**src/rtl/conv2d_scheduler_if.sv**
```systemverilog
// -----------------------------------------------------------------------------
// conv2d_scheduler_if
//   Control bundle between the conv2d sequencing controller and the rest of the
//   convolution datapath (buffers, MAC, result consumer).
//
//   master modport (scheduler side):
//     in : start      one-cycle run request
//          out_ready  consumer accepts the presented result
//     out: busy, done run status
//          in_addr, wt_addr, bias_addr   buffer read addresses (1-cycle latency)
//          acc_init, mac_en, mac_pad     accumulator strobes (aligned to data)
//          out_valid, out_addr           result write port
//          cycle_cnt, stall_cnt          only when CONV_SCHED_PERF_EN is defined
//   slave modport: the mirror image, for the datapath/consumer side.
//
//   The parameters must match those of the conv2d_scheduler instance so that
//   the address widths agree.
// -----------------------------------------------------------------------------
interface conv2d_scheduler_if #(
  parameter int BATCH_SIZE   = 1,
  parameter int IN_CHANNELS  = 3,
  parameter int OUT_CHANNELS = 4,
  parameter int IN_HEIGHT    = 8,
  parameter int IN_WIDTH     = 8,
  parameter int KERNEL_SIZE  = 3,
  parameter int STRIDE       = 1,
  parameter int PADDING      = 1
);
  localparam int OUT_HEIGHT = (IN_HEIGHT + 2*PADDING - KERNEL_SIZE)/STRIDE + 1;
  localparam int OUT_WIDTH  = (IN_WIDTH  + 2*PADDING - KERNEL_SIZE)/STRIDE + 1;
  localparam int IN_N  = BATCH_SIZE*IN_CHANNELS*IN_HEIGHT*IN_WIDTH;
  localparam int WT_N  = OUT_CHANNELS*IN_CHANNELS*KERNEL_SIZE*KERNEL_SIZE;
  localparam int OUT_N = BATCH_SIZE*OUT_CHANNELS*OUT_HEIGHT*OUT_WIDTH;
  localparam int IN_AW  = (IN_N  > 1) ? $clog2(IN_N)  : 1;
  localparam int WT_AW  = (WT_N  > 1) ? $clog2(WT_N)  : 1;
  localparam int B_AW   = (OUT_CHANNELS > 1) ? $clog2(OUT_CHANNELS) : 1;
  localparam int OUT_AW = (OUT_N > 1) ? $clog2(OUT_N) : 1;

  logic              start;
  logic              busy;
  logic              done;
  logic [IN_AW-1:0]  in_addr;
  logic [WT_AW-1:0]  wt_addr;
  logic [B_AW-1:0]   bias_addr;
  logic              acc_init;
  logic              mac_en;
  logic              mac_pad;
  logic              out_valid;
  logic [OUT_AW-1:0] out_addr;
  logic              out_ready;
`ifdef CONV_SCHED_PERF_EN
  logic [31:0]       cycle_cnt;
  logic [31:0]       stall_cnt;
`endif

  modport master (
    input  start,
    input  out_ready,
    output busy,
    output done,
    output in_addr,
    output wt_addr,
    output bias_addr,
    output acc_init,
    output mac_en,
    output mac_pad,
    output out_valid,
    output out_addr
`ifdef CONV_SCHED_PERF_EN
    ,
    output cycle_cnt,
    output stall_cnt
`endif
  );

  modport slave (
    output start,
    output out_ready,
    input  busy,
    input  done,
    input  in_addr,
    input  wt_addr,
    input  bias_addr,
    input  acc_init,
    input  mac_en,
    input  mac_pad,
    input  out_valid,
    input  out_addr
`ifdef CONV_SCHED_PERF_EN
    ,
    input  cycle_cnt,
    input  stall_cnt
`endif
  );
endinterface

```
**src/rtl/conv2d_scheduler.sv**
```systemverilog
// -----------------------------------------------------------------------------
// conv2d_scheduler
//   Sequencing controller for the conv2d datapath. A start pulse walks every
//   output element in (batch, out-channel, row, column) order. Per element:
//   one BIAS cycle, one TAP cycle per kernel tap (ic outer, ky, kx inner), one
//   DRAIN cycle for the last MAC, then WRITE until the consumer accepts.
//
//   Ports:
//     clk  rising-edge clock
//     rst  asynchronous, active-low reset
//     bus  conv2d_scheduler_if.master (start/busy/done, buffer addresses,
//          MAC strobes, valid/ready result port)
//
//   Optional build macro CONV_SCHED_PERF_EN adds saturating 32-bit cycle_cnt
//   (busy cycles) and stall_cnt (out_valid & ~out_ready cycles) to the bus.
// -----------------------------------------------------------------------------
module conv2d_scheduler #(
  parameter int BATCH_SIZE   = 1,
  parameter int IN_CHANNELS  = 3,
  parameter int OUT_CHANNELS = 4,
  parameter int IN_HEIGHT    = 8,
  parameter int IN_WIDTH     = 8,
  parameter int KERNEL_SIZE  = 3,
  parameter int STRIDE       = 1,
  parameter int PADDING      = 1
) (
  input  logic               clk,
  input  logic               rst,
  conv2d_scheduler_if.master bus
);
  localparam int OUT_HEIGHT = (IN_HEIGHT + 2*PADDING - KERNEL_SIZE)/STRIDE + 1;
  localparam int OUT_WIDTH  = (IN_WIDTH  + 2*PADDING - KERNEL_SIZE)/STRIDE + 1;
  localparam int IN_N  = BATCH_SIZE*IN_CHANNELS*IN_HEIGHT*IN_WIDTH;
  localparam int WT_N  = OUT_CHANNELS*IN_CHANNELS*KERNEL_SIZE*KERNEL_SIZE;
  localparam int OUT_N = BATCH_SIZE*OUT_CHANNELS*OUT_HEIGHT*OUT_WIDTH;
  localparam int IN_AW  = (IN_N  > 1) ? $clog2(IN_N)  : 1;
  localparam int WT_AW  = (WT_N  > 1) ? $clog2(WT_N)  : 1;
  localparam int B_AW   = (OUT_CHANNELS > 1) ? $clog2(OUT_CHANNELS) : 1;
  localparam int OUT_AW = (OUT_N > 1) ? $clog2(OUT_N) : 1;

  typedef enum logic [2:0] {S_IDLE, S_BIAS, S_TAP, S_DRAIN, S_WRITE, S_DONE} state_t;

  state_t      r_state;
  logic [31:0] r_b, r_oc, r_oy, r_ox, r_ic, r_ky, r_kx;
  logic        r_busy, r_done, r_acc_init, r_mac_en, r_mac_pad;

  int   w_iy, w_ix;
  logic w_pad, w_last_tap, w_last_elem, w_start_ok;

  // NOTE: every variable gets a value on every pass through this block, so no latch is inferred.
  always_comb begin
    // Signed tap coordinates; negative or past-the-edge means the padding border.
    w_iy = int'(r_oy)*STRIDE + int'(r_ky) - PADDING;
    w_ix = int'(r_ox)*STRIDE + int'(r_kx) - PADDING;
    w_pad = (w_iy < 0) || (w_iy >= IN_HEIGHT) || (w_ix < 0) || (w_ix >= IN_WIDTH);
    w_last_tap = (r_ic == 32'(IN_CHANNELS-1)) && (r_ky == 32'(KERNEL_SIZE-1)) &&
                 (r_kx == 32'(KERNEL_SIZE-1));
    w_last_elem = (r_b == 32'(BATCH_SIZE-1)) && (r_oc == 32'(OUT_CHANNELS-1)) &&
                  (r_oy == 32'(OUT_HEIGHT-1)) && (r_ox == 32'(OUT_WIDTH-1));
    // The cycle that shows done is still part of the run, so start is ignored there too.
    w_start_ok = (r_state == S_IDLE) && !r_done && bus.start;
  end

  // NOTE: the async reset clears every control register; there is no storage array to leave unreset.
  always_ff @(posedge clk or negedge rst) begin
    if (!rst) begin
      r_state    <= S_IDLE;
      r_b        <= '0;
      r_oc       <= '0;
      r_oy       <= '0;
      r_ox       <= '0;
      r_ic       <= '0;
      r_ky       <= '0;
      r_kx       <= '0;
      r_busy     <= 1'b0;
      r_done     <= 1'b0;
      r_acc_init <= 1'b0;
      r_mac_en   <= 1'b0;
      r_mac_pad  <= 1'b0;
    end else begin
      // NOTE: non-blocking assignments, so every register here sees pre-edge values.
      // Strobes trail their address by one cycle to line up with the buffer read data.
      r_done     <= (r_state == S_DONE);
      r_acc_init <= (r_state == S_BIAS);
      r_mac_en   <= (r_state == S_TAP);
      r_mac_pad  <= (r_state == S_TAP) && w_pad;

      unique case (r_state)
        S_IDLE: begin
          if (w_start_ok) begin
            r_busy  <= 1'b1;
            r_b     <= '0;
            r_oc    <= '0;
            r_oy    <= '0;
            r_ox    <= '0;
            r_ic    <= '0;
            r_ky    <= '0;
            r_kx    <= '0;
            r_state <= S_BIAS;
          end
        end
        S_BIAS: r_state <= S_TAP;
        S_TAP: begin
          if (r_kx == 32'(KERNEL_SIZE-1)) begin
            r_kx <= '0;
            if (r_ky == 32'(KERNEL_SIZE-1)) begin
              r_ky <= '0;
              if (r_ic == 32'(IN_CHANNELS-1)) r_ic <= '0;
              else                            r_ic <= r_ic + 32'd1;
            end else begin
              r_ky <= r_ky + 32'd1;
            end
          end else begin
            r_kx <= r_kx + 32'd1;
          end
          if (w_last_tap) r_state <= S_DRAIN;
        end
        S_DRAIN: r_state <= S_WRITE;
        S_WRITE: begin
          if (bus.out_ready) begin
            if (r_ox == 32'(OUT_WIDTH-1)) begin
              r_ox <= '0;
              if (r_oy == 32'(OUT_HEIGHT-1)) begin
                r_oy <= '0;
                if (r_oc == 32'(OUT_CHANNELS-1)) begin
                  r_oc <= '0;
                  if (r_b == 32'(BATCH_SIZE-1)) r_b <= '0;
                  else                          r_b <= r_b + 32'd1;
                end else begin
                  r_oc <= r_oc + 32'd1;
                end
              end else begin
                r_oy <= r_oy + 32'd1;
              end
            end else begin
              r_ox <= r_ox + 32'd1;
            end
            r_state <= w_last_elem ? S_DONE : S_BIAS;
          end
        end
        S_DONE: begin
          r_busy  <= 1'b0;
          r_state <= S_IDLE;
        end
        default: r_state <= S_IDLE;
      endcase
    end
  end

  assign bus.busy      = r_busy;
  assign bus.done      = r_done;
  assign bus.acc_init  = r_acc_init;
  assign bus.mac_en    = r_mac_en;
  assign bus.mac_pad   = r_mac_pad;
  assign bus.out_valid = (r_state == S_WRITE);
  // Addresses are decoded from the registered state/counters and forced to 0
  // outside their issuing state (and on padded taps for the input buffer).
  assign bus.bias_addr = (r_state == S_BIAS) ? B_AW'(r_oc) : '0;
  assign bus.in_addr   = (r_state == S_TAP && !w_pad) ?
      IN_AW'(((int'(r_b)*IN_CHANNELS + int'(r_ic))*IN_HEIGHT + w_iy)*IN_WIDTH + w_ix) : '0;
  assign bus.wt_addr   = (r_state == S_TAP) ?
      WT_AW'(((int'(r_oc)*IN_CHANNELS + int'(r_ic))*KERNEL_SIZE + int'(r_ky))*KERNEL_SIZE
             + int'(r_kx)) : '0;
  assign bus.out_addr  = (r_state == S_WRITE) ?
      OUT_AW'(((int'(r_b)*OUT_CHANNELS + int'(r_oc))*OUT_HEIGHT + int'(r_oy))*OUT_WIDTH
              + int'(r_ox)) : '0;

`ifdef CONV_SCHED_PERF_EN
  logic [31:0] r_cycle_cnt, r_stall_cnt;

  always_ff @(posedge clk or negedge rst) begin
    if (!rst) begin
      r_cycle_cnt <= '0;
      r_stall_cnt <= '0;
    end else if (w_start_ok) begin
      r_cycle_cnt <= '0;
      r_stall_cnt <= '0;
    end else begin
      if (r_busy && (r_cycle_cnt != '1)) r_cycle_cnt <= r_cycle_cnt + 32'd1;
      if ((r_state == S_WRITE) && !bus.out_ready && (r_stall_cnt != '1))
        r_stall_cnt <= r_stall_cnt + 32'd1;
    end
  end

  assign bus.cycle_cnt = r_cycle_cnt;
  assign bus.stall_cnt = r_stall_cnt;
`else
  // Performance counters not built; the bus carries no counter signals.
`endif
endmodule

```
**src/flat_wrapper.sv**
```systemverilog
// flat-port wrapper written by rule: the top's interface ports become plain ports
module conv2d_scheduler_flat 
#(
  parameter int BATCH_SIZE   = 1,
  parameter int IN_CHANNELS  = 3,
  parameter int OUT_CHANNELS = 4,
  parameter int IN_HEIGHT    = 8,
  parameter int IN_WIDTH     = 8,
  parameter int KERNEL_SIZE  = 3,
  parameter int STRIDE       = 1,
  parameter int PADDING      = 1
)
  (clk, rst, bus_start, bus_out_ready, bus_busy, bus_done, bus_in_addr, bus_wt_addr, bus_bias_addr, bus_acc_init, bus_mac_en, bus_mac_pad, bus_out_valid, bus_out_addr);
  conv2d_scheduler_if #(.BATCH_SIZE(BATCH_SIZE), .IN_CHANNELS(IN_CHANNELS), .OUT_CHANNELS(OUT_CHANNELS), .IN_HEIGHT(IN_HEIGHT), .IN_WIDTH(IN_WIDTH), .KERNEL_SIZE(KERNEL_SIZE), .STRIDE(STRIDE), .PADDING(PADDING)) bus_i ();
  input  logic clk;
  input  logic rst;
  input wire logic [$bits(bus_i.start)-1:0] bus_start;
  input wire logic [$bits(bus_i.out_ready)-1:0] bus_out_ready;
  output wire logic [$bits(bus_i.busy)-1:0] bus_busy;
  output wire logic [$bits(bus_i.done)-1:0] bus_done;
  output wire logic [$bits(bus_i.in_addr)-1:0] bus_in_addr;
  output wire logic [$bits(bus_i.wt_addr)-1:0] bus_wt_addr;
  output wire logic [$bits(bus_i.bias_addr)-1:0] bus_bias_addr;
  output wire logic [$bits(bus_i.acc_init)-1:0] bus_acc_init;
  output wire logic [$bits(bus_i.mac_en)-1:0] bus_mac_en;
  output wire logic [$bits(bus_i.mac_pad)-1:0] bus_mac_pad;
  output wire logic [$bits(bus_i.out_valid)-1:0] bus_out_valid;
  output wire logic [$bits(bus_i.out_addr)-1:0] bus_out_addr;
  assign bus_i.start = bus_start;
  assign bus_i.out_ready = bus_out_ready;
  assign bus_busy = bus_i.busy;
  assign bus_done = bus_i.done;
  assign bus_in_addr = bus_i.in_addr;
  assign bus_wt_addr = bus_i.wt_addr;
  assign bus_bias_addr = bus_i.bias_addr;
  assign bus_acc_init = bus_i.acc_init;
  assign bus_mac_en = bus_i.mac_en;
  assign bus_mac_pad = bus_i.mac_pad;
  assign bus_out_valid = bus_i.out_valid;
  assign bus_out_addr = bus_i.out_addr;
  conv2d_scheduler #(.BATCH_SIZE(BATCH_SIZE), .IN_CHANNELS(IN_CHANNELS), .OUT_CHANNELS(OUT_CHANNELS), .IN_HEIGHT(IN_HEIGHT), .IN_WIDTH(IN_WIDTH), .KERNEL_SIZE(KERNEL_SIZE), .STRIDE(STRIDE), .PADDING(PADDING)) u_core (.clk(clk), .rst(rst), .bus(bus_i));
endmodule
```
**config.mk**
```make
export PLATFORM = sky130hd
export DESIGN_NAME = conv2d_scheduler_flat
export DESIGN_NICKNAME = d
export VERILOG_FILES = /design/src/rtl/conv2d_scheduler_if.sv /design/src/rtl/conv2d_scheduler.sv /design/src/flat_wrapper.sv
export SDC_FILE = /design/constraint.sdc
export NUM_CORES = 1
export LEC_CHECK = 0
export CAP_MARGIN = 20
export CORE_ASPECT_RATIO = 0.5
export CORE_MARGIN = 1.5
export CORE_UTILIZATION = 60
export DETAILED_ROUTE_END_ITERATION = 10
export PLACE_DENSITY = 0.77
export SLEW_MARGIN = 40
export SYNTH_ARGS = -nofsm -noshare
export SYNTH_HDL_FRONTEND = slang
export SYNTH_SLANG_ARGS = --single-unit
```
**constraint.sdc**
```tcl
create_clock -name clk -period 7.6 [get_ports clk]
set_clock_uncertainty 0.2 [all_clocks]
set_input_delay 0.76 -clock clk [delete_from_list [all_inputs] [get_ports clk]]
set_output_delay 0.76 -clock clk [all_outputs]
set_load 0.1 [all_outputs]
```
# == After elaboration in Yosys (flattened, before gate mapping) ==
# Cells that the tools add are included.
# totals
reg_bits,232
in_bits,4
output_inout_bits,31
wordCells,127
# op_classes
n_addsub,20
mul,4
magnitude_cmp,4
eq_ne,19
muxes,39
n_reduce_logical,28
# ops
op,count
2-to-1 mux 32 bit,21
case mux 32 bit (2 select lines),7
adder 32 x 1 -> 32 bit (second input constant),7
adder 32 bit,4
equality test 32 x 2 -> 1 bit (second input constant),4
equality test 32 x 3 -> 1 bit (second input constant),2
>= comparator 32 x 5 -> 1 bit (second input constant),2
< comparator 32 x 1 -> 1 bit (second input constant),2
multiplier 32 x 3 -> 32 bit (second input constant),2
subtractor 32 x 2 -> 32 bit (second input constant),2
logical NOT 32 bit,1
multiplier 32 x 3 -> 2 bit (second input constant),1
multiplier 32 x 3 -> 7 bit (second input constant),1
adder 8 bit,2
2-to-1 mux 8 bit,2
case mux 3 bit (5 select lines),1
inequality test 2 x 1 -> 1 bit (second input constant),7
2-to-1 mux 3 bit,4
adder 5 bit,2
logical AND 1 bit,9
AND reduction 3 bit,3
AND reduction 4 bit,2
adder 7 bit,1
2-to-1 mux 7 bit,1
16 further kinds,24

# == Depth between registers and ports, before layout ==
# depth
word_depth,9
depth_mapped,25

# == Worst setup path before layout ==
# OpenSTA, ideal clock, no wires.
# synth_timing
path_kind,flip-flop to output port
start,register u_core.r_oc[1]
end,output port bus_wt_addr[6]
arrival_time_ps,6346
t_required_ps,6640
path_slack_ps,294
path_stages_with_launch,20
cell_sequence,dfrtp_1 ha_1 xor2_1 ha_1 fa_1 ha_1 fa_1 fa_1 ha_1 inv_1 fa_1 inv_1 ha_1 a21o_1 a21oi_1 o21bai_1 a21oi_1 xnor2_1 xnor2_1 nor2_1
# synth_between
elab_chain_len,7
# synth_lines
item,line_no,text
from (decl),conv2d_scheduler.sv:44,"logic [31:0] r_b, r_oc, r_oy, r_ox, r_ic, r_ky, r_kx;"
from (signal assigned),conv2d_scheduler.sv:130,r_oc <= r_oc + 32'd1;
multiplier 32 x 3 -> 32 bit,conv2d_scheduler.sv:162,WT_AW'(((int'(r_oc)*IN_CHANNELS + int'(r_ic))*KERNEL_SIZE + int'(r_ky))*KERNEL_SIZE
adder 32 bit,conv2d_scheduler.sv:162,
multiplier 32 x 3 -> 32 bit,conv2d_scheduler.sv:162,
adder 32 bit,conv2d_scheduler.sv:162,
multiplier 32 x 3 -> 7 bit,conv2d_scheduler.sv:162,
adder 7 bit,conv2d_scheduler.sv:163,+ int'(r_kx)) : '0;
2-to-1 mux 7 bit,conv2d_scheduler.sv:161,assign bus.wt_addr = (r_state == S_TAP) ?
to (decl),flat_wrapper.sv:22,output wire logic [$bits(bus_i.wt_addr)-1:0] bus_wt_addr;
# No other way between the ends.

# == Worst setup path in the final report ==
# Ends and elaborated chain as after synthesis.

==> flow_metrics.tcl <==
set metrics [dict create \
    slew_viol_final 0 \
    final.fill_count 2760 \
    hold_path_end "u_core.r_kx[15]" \
    clkLatencyLatePin_ns 0.56 \
    io_buffers 34 \
    drt_iter0_drc 1514 \
    ys_seq_area_share_pct 30.3 \
    cts.sinks 232 \
    rr_worst_depth 11 \
    die_area_um2 33100 \
    synthArstFlopShare_pct 100 \
    clk_pin_slew_worst_paths_ns 0.07 \
    synth-edff-count 0 \
    reg2reg_from "u_core.r_kx[0]" \
    cts_max_level 1 \
    hold_viol 0 \
    hp-start "u_core.r_kx[15]" \
    dr.pass1.iters 7 \
    yosys_warnings 0 \
    rsz0062_at_grt "no" \
    diodes 0 \
    die_y_um 129 \
    drtAntennaViolNets 0 \
    leakagePower_nw 9.76 \
    yosys-top-cells-area "dfrtp_1 (30%), ha_1 (12%), inv_1 (6.5%)" \
    crit_path_max_fanout 6 \
    critPathKind "reg2out" \
    yosysMostFrequentCell "inv_1" \
    worst_pin_slew_ns 0.777 \
    fin_nets 2596 \
    cp.arrival_ns 6.35 \
    max-clock-path-buffers 3 \
    layout-drive-gt1-share_pct 5.32 \
    root_buffer "clkbuf_16" \
    gp_congestion 0.976 \
    pin_count 35 \
    cts_buffers 23 \
    synth_top_area_share_pct 30.3 \
    grt_max_degree 108 \
    dp_slack_ns 0.850 \
    yosys.cell_types.count 83 \
    grt_pass1_vias 15800 \
    clock.fmax_mhz 137 \
    gr-total-overflow 0 \
    start_kind "flip-flop" \
    post-route-min-period_ns 7.31 \
    synthTopCellsByCount "inv_1 (330), nor2_1 (246), dfrtp_1 (232)" \
    synthCells 2385 \
    max_cap_viol_count 0 \
    rows 46 \
    drt-wirelength-per-cell_um 17.8 \
    yosysTopAreaCell "dfrtp_1" \
    synthFlopType "dfrtp_1" \
    dieWidth_um 256 \
    vias 17100 \
    hp-class "reg2reg" \
    regToRegEndpoint "u_core.r_ic[27]" \
    cts_tree "built" \
    syn_area_per_cell_um2 8.04 \
    grt_usage_pct 30.2 \
    worst_setup_path_end_kind "primary output" \
    grt_pass1_wl_mm 81.2 \
    fin_setup_tns_ns 0 \
    design.core.area_um2 31500 \
    ys_seq_elements 232 \
    drc 0 \
    period_share_pct 96.2 \
    drt_wl_total_mm 50.5 \
    critical_path_required_ns 6.64 \
    antenna_found_initial 0 \
    start_util_pct 60.8 \
    peakVddDrop_uv 311 \
    slew_headroom_pct 47.9 \
    setup_slack_ns 0.288 \
    r2r_slack_ns 2.99 \
    vias_per_cell 6.01 \
    netlist_area_um2 19200 \
    syn2layout_area_growth_pct 7.47 \
    setup_violations 0 \
    syn_nets 2593 \
    status "finished, final reports clean" \
    power_density_nw_per_um2 299 \
    whs_path_depth 1 \
    dpl.hpwl_mm 38.0 \
]
-- how the worst max path moves through the flow --
stage / start / to / slack (ns) / depth (start not counted)
after floorplan: u_core.r_oc[1] / bus_wt_addr[6] / 0.29 / 19
after global placement: u_core.r_oc[0] / bus_wt_addr[6] / 0.97 / 20
after detailed placement: u_core.r_oc[1] / bus_wt_addr[6] / 0.85 / 20
after CTS: u_core.r_oc[1] / bus_wt_addr[6] / 0.24 / 20
after global routing: u_core.r_oc[1] / bus_wt_addr[6] / 0.03 / 20
final: u_core.r_oc[1] / bus_wt_addr[6] / 0.29 / 20
-- worst max-delay path: stages (launching register included) --
cell and delay (ns):
dfrtp_1 0.46, ha_1 0.36, xor2_1 0.18, ha_1 0.33, fa_1 0.52, ha_1 0.34
fa_1 0.52, fa_1 0.53, ha_1 0.30, inv_1 0.05, fa_1 0.55, inv_1 0.06
ha_1 0.29, a21o_1 0.19, a21oi_2 0.17, o21bai_1 0.08, a21oi_1 0.19, xnor2_1 0.16
xnor2_1 0.10, nor2_1 0.19, buf_12 0.21
-- stage by stage --
step | instance area, um^2 | power (mW) | hold slack [ns] | instances | util [%]
6_report | 20600 | 6.16 | 0.326 | 2837 | 65.3
5_1_grt | 20600 | 6.54 | 0.343 | 2837 | 65.3
4_1_cts | 20600 | 6.11 | 0.116 | 2835 | 65.2
3_5_place_dp | 19800 | 4.88 | 0.303 | 2793 | 62.7
3_3_place_gp | 19900 | 4.84 | 0.301 | 2793 | 63.0
2_1_floorplan | 19200 | 4.03 | 0.264 | 2385 | -
-- timing repair --
| item | in CTS | in global routing |
|---|---|---|
| hold endpoints to repair | 0 | 53 |
| resized for setup | 0 | 2 |
| buffers inserted | 0 | 0 |
| setup endpoints to repair | 0 | 1 |
| hold buffers | 0 | 1 |
-- placed cells by master, fill, tap and decap left out, types with 6 or more instances in the layout --
cell type    n
inv_1      330
nor2_1     243
dfrtp_1    231
ha_1       186
nand2_1    183
xnor2_1    134
o21ai_0    131
a21oi_1    123
nand3_1     97
xor2_1      66
nand4_1     62
nor4_1      59
nor3_1      58
and3_1      37
a21o_1      31
or3_1       29
a31oi_1     29
clkbuf_16   23
buf_2       22
buf_4       22
fa_1        18
o21a_1      17
and4_1      16
o211ai_1    16
o22ai_1     16
o31ai_1     15
and2_1      12
nand2b_1    11
nor2b_1     11
nor3b_1     10
nor4b_1      9
o41ai_1      9
o21ai_1      8
o21bai_1     7
nor4_2       7
a211oi_1     6
mux2i_1      6
clkinv_2     6
-- routing by layer --
metal / up-vias / part of all wire, % / global-route usage (%)
met2: 538 / 45 / 49.5
met4: 0 / 2.0 / 6.75
met1: 8188 / 46 / 41.6
li1: 8254 / - / -
met3: 73 / 7.2 / 5.93
met5: - / 0 / 0
-- registers in the layout, summed over array words and instances, names as in the netlist --
register / cells
u_core.r_ky: 32
u_core.bus.acc_init: 1
u_core.bus.busy: 1
u_core.r_oy: 32
u_core.r_kx: 32
u_core.r_state: 3
u_core.r_oc: 32
u_core.r_ox: 32
u_core.r_ic: 32
u_core.bus.done: 1
u_core.bus.mac_en: 1
u_core.r_b: 32
u_core.bus.mac_pad: 1
-- kinds of logic (layout without fill, tap and decap cells) --
family                   count (synthesis)  after routing  synth area share [%]
AND/OR/NAND/NOR                        868            868                  22.8
adder cells (fa/ha/maj)                204            204                  14.0
flip-flops                             232            232                  30.3
multiplexers                            10             10                 0.548
AO/OA/AOI/OAI                          467            467                  15.2
XOR/XNOR                               200            200                  9.14
buffers and inverters                  404            424                  8.02
-- final cells by class --
type / count / area [um^2] / area share (%)
clock buffer: 29 / 638 / 3.10
clock inverter: 13 / 144 / 0.699
sequential: 232 / 5810 / 28.2
inverter: 331 / 1240 / 6.03
multi-input combinational: 1749 / 11800 / 57.5
tap: 432 / 541 / 2.62
timing repair buffer: 51 / 379 / 1.84
-- power breakdown --
part,switching (mW),leakage (nW),internal [mW]
clock,0.550,0.389,0.672
combinational,2.27,6.14,1.31
sequential,0.0762,3.22,1.28
total,2.90,9.76,3.26
(Power assumes the default switching activity.)
